<file path="src/rtl/jedro_1_lsu.sv">
// jedro_1_lsu: load-store unit driving the req/gnt/rvalid data bus and returning aligned, extended load data
module jedro_1_lsu #(
  parameter int DATA_WIDTH = 32
) (
  input  logic                  clk_i,
  input  logic                  rstn_i,
  input  logic                  ctrl_valid_i,
  output logic                  ctrl_ready_o,
  input  logic                  ctrl_we_i,
  input  logic [1:0]            ctrl_width_i,
  input  logic                  ctrl_sign_ext_i,
  input  logic [DATA_WIDTH-1:0] ctrl_addr_i,
  input  logic [DATA_WIDTH-1:0] ctrl_wdata_i,
  input  logic [4:0]            ctrl_rd_addr_i,
  output logic                  rf_we_o,
  output logic [4:0]            rf_waddr_o,
  output logic [DATA_WIDTH-1:0] rf_wdata_o,
  output logic                  done_o,
  output logic                  misaligned_o,
  output logic                  err_o,
  output logic                  data_req_o,
  input  logic                  data_gnt_i,
  input  logic                  data_rvalid_i,
  output logic                  data_we_o,
  output logic [3:0]            data_be_o,
  output logic [DATA_WIDTH-1:0] data_addr_o,
  output logic [DATA_WIDTH-1:0] data_wdata_o,
  input  logic [DATA_WIDTH-1:0] data_rdata_i,
  input  logic                  data_err_i
);
  localparam logic [1:0] IDLE = 2'd0, REQ = 2'd1, WAIT = 2'd2;
  logic [1:0] state, off, width;
  logic sgn, bad;
  logic [4:0] rd;
  logic [DATA_WIDTH-1:0] sh, ld, wrep;
  logic [3:0] be;
  always_comb begin
    bad  = (ctrl_width_i == 2'd3) || (ctrl_width_i == 2'd1 && ctrl_addr_i[0]) ||
           (ctrl_width_i == 2'd2 && ctrl_addr_i[1:0] != 2'd0);
    be   = ctrl_width_i == 2'd0 ? 4'b0001 << ctrl_addr_i[1:0] :
           ctrl_width_i == 2'd1 ? 4'b0011 << ctrl_addr_i[1:0] : 4'b1111;
    wrep = ctrl_width_i == 2'd0 ? {4{ctrl_wdata_i[7:0]}} :
           ctrl_width_i == 2'd1 ? {2{ctrl_wdata_i[15:0]}} : ctrl_wdata_i;
    sh   = data_rdata_i >> {off, 3'b000};
    ld   = width == 2'd0 ? {{24{sgn & sh[7]}}, sh[7:0]} :
           width == 2'd1 ? {{16{sgn & sh[15]}}, sh[15:0]} : sh;
  end
  assign ctrl_ready_o = state == IDLE;
  always_ff @(posedge clk_i or negedge rstn_i) begin
    if (!rstn_i) begin
      state        <= IDLE;
      off          <= '0;
      width        <= '0;
      sgn          <= 1'b0;
      rd           <= '0;
      data_req_o   <= 1'b0;
      data_we_o    <= 1'b0;
      data_be_o    <= '0;
      data_addr_o  <= '0;
      data_wdata_o <= '0;
      rf_we_o      <= 1'b0;
      rf_waddr_o   <= '0;
      rf_wdata_o   <= '0;
      done_o       <= 1'b0;
      misaligned_o <= 1'b0;
      err_o        <= 1'b0;
    end else begin
      rf_we_o      <= 1'b0;
      done_o       <= 1'b0;
      misaligned_o <= 1'b0;
      err_o        <= 1'b0;
      case (state)
        IDLE: if (ctrl_valid_i) begin
          if (bad) begin
            misaligned_o <= 1'b1;
            done_o       <= 1'b1;
          end else begin
            state        <= REQ;
            data_req_o   <= 1'b1;
            data_we_o    <= ctrl_we_i;
            data_be_o    <= be;
            data_addr_o  <= {ctrl_addr_i[DATA_WIDTH-1:2], 2'b00};
            data_wdata_o <= wrep;
            off          <= ctrl_addr_i[1:0];
            width        <= ctrl_width_i;
            sgn          <= ctrl_sign_ext_i;
            rd           <= ctrl_rd_addr_i;
          end
        end
        REQ: if (data_gnt_i) begin
          data_req_o <= 1'b0;
          state      <= WAIT;
        end
        WAIT: if (data_rvalid_i) begin
          state  <= IDLE;
          done_o <= 1'b1;
          if (data_err_i) err_o <= 1'b1;
          else if (!data_we_o) begin
            rf_we_o    <= 1'b1;
            rf_waddr_o <= rd;
            rf_wdata_o <= ld;
          end
        end
        default: state <= IDLE;
      endcase
    end
  end
endmodule

</file>
<file path="config.mk">
export PLATFORM = sky130hd
export DESIGN_NAME = jedro_1_lsu
export DESIGN_NICKNAME = d
export VERILOG_FILES = /design/src/rtl/jedro_1_lsu.sv
export SDC_FILE = /design/constraint.sdc
export NUM_CORES = 1
export LEC_CHECK = 0
export CORE_MARGIN = 2
export CORE_UTILIZATION = 39
export CTS_CLUSTER_DIAMETER = 120
export DETAILED_ROUTE_END_ITERATION = 8
export GPL_ROUTABILITY_DRIVEN = 0
export PLACE_DENSITY = 0.85
export SETUP_SLACK_MARGIN = 0.4
export SLEW_MARGIN = 15
export SYNTH_ARGS = -nofsm -noshare
export SYNTH_HDL_FRONTEND = slang
export SYNTH_SLANG_ARGS = --single-unit
</file>
<file path="constraint.sdc">
create_clock -name clk_i -period 1.7 [get_ports clk_i]
set_input_delay 0.425 -clock clk_i [delete_from_list [all_inputs] [get_ports clk_i]]
set_output_delay 0.425 -clock clk_i [all_outputs]
set_load 0.05 [all_outputs]
</file>
* Word-level counts from Yosys, hierarchy flattened
Cells that the tools add are included. W data, S select, Z words.
Operators by class: equal/unequal tests 10, bitwise operators 5, shift-type cells 3, mux-type cells 27, reduce and logical (&&, ||, !) cells 13
Operator list (count):
- $mux W32 | 4
- $shr A32 B5 Y32 | 1
- $mux W1 | 14
- $reduce_and A4 Y1 | 3
- $mux W2 | 4
- $mux W4 | 2
- $ne A2 B2 Y1 const B | 4
- $eq A2 B1 Y1 const B | 3
- $eq A2 B2 Y1 const B | 3
- $logic_not A2 Y1 | 3
- $pmux W2 S3 | 1
- $pmux W1 S2 | 2
- $reduce_bool A2 Y1 | 2
- $shl A1 B2 Y4 const A | 1
- $shl A2 B2 Y4 const A | 1
- $not A1 Y1 | 3
- $reduce_and A3 Y1 | 1
- $and A1 B1 Y1 | 2
- $logic_and A1 B1 Y1 | 2
- $logic_or A1 B1 Y1 | 2
Word-level totals: logic and storage cells 74, input port bits 111, flip-flop bits (word level) 121

* Depth between registers and ports, before layout
Gate-level depths: netlist of the first run.
depth after elaboration 7, mapped depth 8

* Worst setup path before layout of the first run
No wires, ideal clock.
path type register to register, from register data_we_o, to register rf_wdata_o[3], path buffers 2, path slack -0.250 ns, required time 1.575 ns, stages on the path, launching flop included 7, clock period less this slack 1.950 ns, arrival 1.825 ns, path through dfrtp_1 -> or2_2 -> or2_1 -> buf_2 -> inv_2 -> buf_4 -> mux2_2
Between the ends: longest elaborated chain between the ends 2
RTL lines:
- start, declared | RTL line 24 | output logic data_we_o,
- start signal, assigned | RTL line 80 | data_we_o <= ctrl_we_i;
- $not A1 Y1 (no source line)
- $reduce_and A4 Y1 (no source line)
- end signal, assigned | RTL line 101 | rf_wdata_o <= ld;
- end, declared | RTL line 17 | output logic [DATA_WIDTH-1:0] rf_wdata_o,
Every way passes these cells. A chain may end at the register's enable or synchronous reset.

* Worst setup path after layout of the first run
from register off[0], to register rf_wdata_o[12]
Between the ends: longest elaborated chain between the ends 3
RTL lines:
- start, declared | RTL line 32 | logic [1:0] state, off, width;
- start signal, assigned | RTL line 84 | off <= ctrl_addr_i[1:0];
- $shr A32 B5 Y32 (*) | RTL line 44 | sh = data_rdata_i >> {off, 3'b000};
- $mux W32 / $and A1 B1 Y1 (equally long branches) | RTL line 46, 45
- $mux W32 (*) | RTL line 45 | ld = width == 2'd0 ? {{24{sgn & sh[7]}}, sh[7:0]} :
Every way passes the cells marked *; elsewhere a longest branch is shown, timed or not.

==> results.md, run 1 <==
* Largest cells by area after synthesis: dfrtp_1 (55%), mux2_2 (11%), mux2i_1 (7.1%)
* I/O Buffers at 220
* Core footprint at 0.0138 mm^2
* CTS Buf Count at 17
* H-Tree Depth at 4
* First-pass GRT wire length at about 32000 um
* Largest stage delay, worst path at 0.57 ns
* Crit path kind: reg2reg
* Worst Tran Pin Value at 0.559 ns
* Area grow syn2layout at 104%
* Logic pwr share at between 50% and 60%
* Placed cell area at 0.00862 mm^2
* Slew headroom at 62.7%
* Post-Route WL at 24400 um
* CP top delay family: compound AO/OA/AOI/OAI gates
* Internal power at ~0.012 W
* Row cnt at 43
* Sequential Power Share at about a quarter
* CP max FO at 5
* Drt initial violations at 359
* Sw Share at 43.3%
* Syn. warnings at 0
* Post-synth EDFFs at 0
* Clock Tree Buf Depth at 2
* Arr. time, crit path at 2.11 ns
* Grt ovf at 0
* Sequential fraction of the synthesis area at 54.9%
* Setup TNS at -2.01 ns
* Buf+Inv Stages, Crit Path at 0
* Antenna-violating nets left at 0
* Reg2Reg Setup Slack at -0.12 ns
* IO Count at between 200 and 250
* Worst r2r dst: rf_wdata_o[12]
* Average wire per standard cell at ~23 um
* Status: complete, but fails checks
* Hold Fails Final Rpt at 0
* Setup violations, final at 49
* GRT Total Usage at between 20% and 30%
* Area share of the largest cell type after synthesis at 54.9%
* Seq cells post-synth at 121
* Crit path required time at 1.99 ns
* Cell Count, Final, Fillers Out at 1078
* Via-to-Cell Ratio at 5.45
* Final instance area at about 0.011 mm^2
* Residual DRC count at 0
* GR peak layer: met2
* Placed insts at between 900 and 1k
* Number of max-cap violations at 0
* Clk slew on worst S/H paths at 0.06 ns
* Period utilisation layout at 107%
* Critical path cell sequence: mux4_2 -> a311oi_4 -> o21ai_1 -> o21a_1
* Max Clock Skew at 0.0146 ns
* Die area at between 0.015 and 0.02 mm^2
* DRT Pass-1 Iters at 6
* Post-Syn Area at 0.00552 mm^2
* Vias in the first global route at 6150
* Vias post-DR at 5873
* Clk_lat worst skew at 0.42 ns
* Failing checks: setup timing
* Startpoint types: register
* Share of cells above drive strength 1 at 53.5%
* Crit-path slowest cell: mux4_2
* Post-synth ARST share at 100%
* Launching point of the worst reg2reg path: off[0]
* Leakage at about 5.5 nW
* Hold EP: off[0]
* Met2 GRT Util at 52.1%
* Starting Density at 39.9%
* Mean Syn Cell Area at 11.1 um^2
* Synth area leader: dfrtp_1
* Maximum VDD drop at ~1.1 mV
* Clock Root Buffer: clkbuf_16
* RSZ-0062 raised after global routing: true
* PD cells at 1840 mW/mm^2
* Die X-Extent at ~120 um
* Met1 Use GR at a little under a third
* Initial antenna violation count at 1
* Max Slew Vio Count at 0
* Worst hold stages at 4
* Final nets at 999
* Largest net degree at the start of global routing at 37
* Final min period at 1.82 ns
* Clk sink count at 121
* Commonest cells post-synth: dfrtp_1 (121), nand2_1 (66), mux2_2 (55)
* Worst Setup End Kind: register
* Die Ht at approximately 120 um
* Top-count cell post-synth: dfrtp_1
* TritonCTS clock tree: yes
* Count of cell types in the netlist at between 40 and 50
* Worst r2r path cells at 4
* Routing usage on met3 at 7.33%
* Clock share of power at between 15 and 20%
* DP Wirelength at 13100 um
* Hold Crit Class: in2reg
* HP Start: ctrl_addr_i[0]
* Fin util at 81.6%
* Top_reg_cell synth: dfrtp_1
* Post-synthesis cell count at 496
* Sw Pwr at 0.00899 W
* Max Clk Rate at 549 MHz
* Final worst slack at -0.122 ns
## power groups by stage
stage	clock network (W)	registers [W]	logic (W)
2_1_floorplan	0	0.00807	0.00216
3_3_place_gp	0	0.00478	0.00867
3_5_place_dp	0	0.00483	0.00885
4_1_cts	0.00383	0.00496	0.0108
5_1_grt	0.00398	0.00515	0.0122
6_report	0.00384	0.00507	0.0119
## per-stage QoR
step | total power, W | worst slack, ns | hold slack [ns]
floorplan | 0.0102 | -0.0513 | 0.129
global placement | 0.0134 | -0.518 | 0.412
detailed placement | 0.0137 | -0.584 | 0.420
CTS | 0.0196 | -0.0446 | 0.420
global route | 0.0214 | -0.152 | 0.440
finish | 0.0208 | -0.122 | 0.428
## worst max-delay path by stage
| stage | from | endpoint | slack (ns) | cells after the start |
|---|---|---|---|---|
| floorplan | data_we_o | rf_wdata_o[3] | -0.05 | 6 |
| global placement | data_rdata_i[31] | rf_wdata_o[22] | -0.52 | 5 |
| detailed placement | data_rdata_i[31] | rf_wdata_o[13] | -0.58 | 5 |
| CTS | off[0] | rf_wdata_o[12] | -0.04 | 4 |
| global route | off[0] | rf_wdata_o[8] | -0.15 | 4 |
| finish | off[0] | rf_wdata_o[12] | -0.12 | 4 |
## cells in the final DEF (no fill, tap or decap), drive strengths merged, types with 4 or more instances in the layout
master	count
mux2i	39
o311ai	5
nand2	66
o21a	4
nor2b	12
clkinv	6
dfrtp	121
buf	292
a211oi	9
o31ai	4
dlygate4sd2	5
nor2	25
a21oi	24
o21ai	38
ha	4
inv	12
a2bb2oi	4
nor3	6
clkbuf	18
clkdlybuf4s50	101
nand3	16
mux2	55
## area by class of cell
cell class                 count  area, um^2
antenna                        1        2.50
clock buffer                  17         425
clock inverter                15         190
fill                         660        2550
inverter                       7        51.3
multi-input combinational    334        2990
sequential                   121        3030
tap                          180         225
timing repair buffer         403        4360
## state kept, by name, summed over array words and instances (netlist names)
| signal | cells |
|---|---|
| off | 2 |
| err_o | 1 |
| rf_waddr_o | 5 |
| data_be_o | 4 |
| sgn | 1 |
| rf_we_o | 1 |
| data_wdata_o | 32 |
| data_req_o | 1 |
| misaligned_o | 1 |
| rd | 5 |
| state | 2 |
| done_o | 1 |
| rf_wdata_o | 32 |
| data_addr_o | 30 |
| data_we_o | 1 |
| width | 2 |
## layer usage
metal,part of all wire (%),routed length (um)
met1,34,8340
met2,54,13100
met3,7.0,1720
met4,4.9,1210
met5,0,0
## timing repair
| action | CTS | global route |
|---|---|---|
| hold endpoints to repair | 27 | 0 |
| pin swaps | 34 | 18 |
| buffers inserted | 74 | 32 |
| endpoints found under the setup margin | 229 | 227 |
| gates cloned | 8 | 0 |
| gates resized for setup | 212 | 62 |
| hold buffers | 1 | 0 |
## logic make-up after synthesis
logic type | count (synthesis) | share of synthesized area (%)
AO/OA/AOI/OAI | 97 | 10.8
adder cells (fa/ha/maj) | 4 | 0.907
buffers and inverters | 42 | 3.72
flip-flops | 121 | 54.9
multiplexers | 95 | 18.7
other | 1 | 0.0680
AND/OR/NAND/NOR | 136 | 11.0
## tightest hold or removal path, delay by kind of cell
family / cells / cell delay (ns)
buffers and inverters: 3 / 0.32
AOI/OAI and AO/OA: 1 / 0.06
No activity file was read; power rests on OpenSTA's default activity.
==> run 2, diff against run 1 <==
--- a/config.mk
+++ b/config.mk
@@ -5,6 +5,7 @@
 export SDC_FILE = /design/constraint.sdc
 export NUM_CORES = 1
 export LEC_CHECK = 0
+export CAP_MARGIN = 20
 export CORE_MARGIN = 2
 export CORE_UTILIZATION = 39
 export CTS_CLUSTER_DIAMETER = 120
==> results of run 2 <==
Same layout as run 1: the final DEF is identical, and so are final timing and power.
==> run 3, diff against run 2 <==
--- a/config.mk
+++ b/config.mk
@@ -6,6 +6,7 @@
 export NUM_CORES = 1
 export LEC_CHECK = 0
 export CAP_MARGIN = 20
+export CORE_ASPECT_RATIO = 1.75
 export CORE_MARGIN = 2
 export CORE_UTILIZATION = 39
 export CTS_CLUSTER_DIAMETER = 120
@@ -17,3 +18,4 @@
 export SYNTH_ARGS = -nofsm -noshare
 export SYNTH_HDL_FRONTEND = slang
 export SYNTH_SLANG_ARGS = --single-unit
+export TNS_END_PERCENT = 50
==> results.md, run 3 (synthesis results as in run 1) <==
* Status: complete, but fails checks
* Failing checks: setup timing
* Drt initial violations at 243
* Hold EP: err_o
* Maximum VDD drop at 1.19 mV
* Initial antenna violation count at 1
* Clock Root Buffer: clkbuf_16
* Antenna-violating nets left at 0
* Vias in the first global route at 5809
* TritonCTS clock tree: yes
* Biggest regs: data_wdata_o x32, rf_wdata_o x32, data_addr_o x30
* Via-to-Cell Ratio at ~5.4
* DP Wirelength at 13600 um
* Critical path cell sequence: buf_4 -> mux2i_1 -> o221ai_1 -> nand4b_1 -> buf_6 -> o311ai_2
* Startpoint types: register
* IO Count at 223
* Placed insts at 914
* Leakage at approximately 4.8 nW
* Most frequent cells in the layout: dfrtp_1 (118), buf_6 (105), clkdlybuf4s50_1 (99)
* Average wire per standard cell at between 20 and 25 um
* Post-route total power at 0.0188 W
* Setup violations, final at 50
* CP max FO at 5
* Clk slew on worst S/H paths at 0.06 ns
* Area grow syn2layout at 85.2%
* GRT Total Usage at approximately a quarter
* Cell Count, Final, Fillers Out at 972
* Die area at approximately 0.015 mm^2
* Worst r2r dst: rf_wdata_o[23]
* Clk sink count at 121
* Crit-path slowest cell: dfrtp_1
* Clk_lat worst skew at 0.41 ns
* Vias post-DR at 5250
* Max Clock Skew at 0.0104 ns
* Crit path kind: reg2reg
* Most common cell after layout, fill and taps aside: dfrtp_1
* Final min period at 1.76 ns
* CP top delay family: flip-flops
* Starting Density at roughly two fifths
* Die X-Extent at 93.9 um
* PD cells at 1840 mW/mm^2
* Worst hold stages at 3
* CTS Buf Count at 17
* Post-Route WL at between 20000 and 25000 um
* Worst r2r path cells at 6
* Final nets at 896
* I/O Buffers at 220
* Largest stage delay, worst path at slightly below 0.4 ns
* Arr. time, crit path at 2.04 ns
* Hold Fails Final Rpt at 0
* Grt ovf at 0
* Launching point of the worst reg2reg path: off[0]
* DRT Pass-1 Iters at 4
* Share of cells above drive strength 1 at 44.0%
* Fin util at 73.9%
* H-Tree Depth at 4
* HP Start: data_err_i
* Core footprint at 0.0138 mm^2
* Period utilisation layout at 104%
* Max Slew Vio Count at 0
* Dpl ws at -0.542 ns
* Largest net degree at the start of global routing at 53
* First-pass GRT wire length at 29700 um
* Buf+Inv Stages, Crit Path at 2
* Max Clk Rate at about 570 MHz
* Worst Setup End Kind: register
* Final worst slack at -0.0631 ns
* RSZ-0062 raised after global routing: true
* Hold Crit Class: in2reg
* Residual DRC count at 0
* Clock Tree Buf Depth at 2
* Number of max-cap violations at 0
* Reg2Reg Setup Slack at -0.06 ns
* Crit path required time at 1.98 ns
* Die Ht at 161 um
* Row cnt at 57
## run 3: cell types whose count changed in the layout (fill, tap and decap cells not counted), sizes merged
cell,change
buf,-102
bufbuf,-1
clkbuf,-1
clkdlybuf4s15,+1
clkdlybuf4s50,-2
clkinv,+1
dlygate4sd2,+2
inv,-1
## run 3: worst max-delay path by stage
stage | from | to | slack, ns | depth (start not counted)
final | off[0] | rf_wdata_o[23] | -0.06 | 6
after global routing | off[0] | rf_wdata_o[23] | -0.12 | 6
after CTS | off[0] | rf_wdata_o[26] | 0.03 | 5
after detailed placement | data_rdata_i[23] | rf_wdata_o[27] | -0.54 | 5
after global placement | data_rdata_i[31] | rf_wdata_o[27] | -0.49 | 5
after floorplan | data_we_o | rf_wdata_o[3] | -0.05 | 6
## run 3: per-layer routing
layer  up-vias  routed length (um)  GRT usage [%]
li1       2321                   -              -
met1      2580                6520           24.8
met2       265               11700           47.8
met3        84                1120           6.11
met4         0                1160           14.7
met5         -                   0              0
## run 3: cell type report
class                      count  area [um^2]
fill                         835         3620
tap                          177          221
timing repair buffer         300         3490
multi-input combinational    334         2810
sequential                   121         3030
clock buffer                  17          425
clock inverter                15          189
inverter                       7         43.8
antenna                        1         2.50
## run 3: worst register-to-register path, stage by stage, from the launching register on
cell,delay [ns]
dfrtp_1,0.39
buf_4,0.17
mux2i_1,0.32
o221ai_1,0.20
nand4b_1,0.28
buf_6,0.19
o311ai_2,0.10
## run 3: report_power, final
group | internal, W | switching (W)
Combinational | 0.00421 | 0.00575
Clock | 0.00234 | 0.00141
Sequential | 0.00398 | 0.00110
Total | 0.0105 | 0.00826
## run 3: through the flow
| stage | TNS, ns | instance area, um^2 | hold WS, ns |
|---|---|---|---|
| after floorplan | -0.205 | 5740 | 0.129 |
| after global placement | -46.84 | 8390 | 0.297 |
| after detailed placement | -51.25 | 8390 | 0.300 |
| after CTS | 0 | 9520 | 0.380 |
| after global routing | -4.03 | 10200 | 0.397 |
| final | -1.35 | 10200 | 0.405 |
## run 3: timing repair
| action | 4_1_cts | 5_1_grt |
|---|---|---|
| endpoints found under the hold margin | 10 | 0 |
| buffers inserted | 10 | 6 |
| gates cloned | 8 | 0 |
| pin swaps | 21 | 7 |
| gates resized for setup | 95 | 166 |
| hold buffers | 1 | 0 |
| setup endpoints to repair | 229 | 227 |
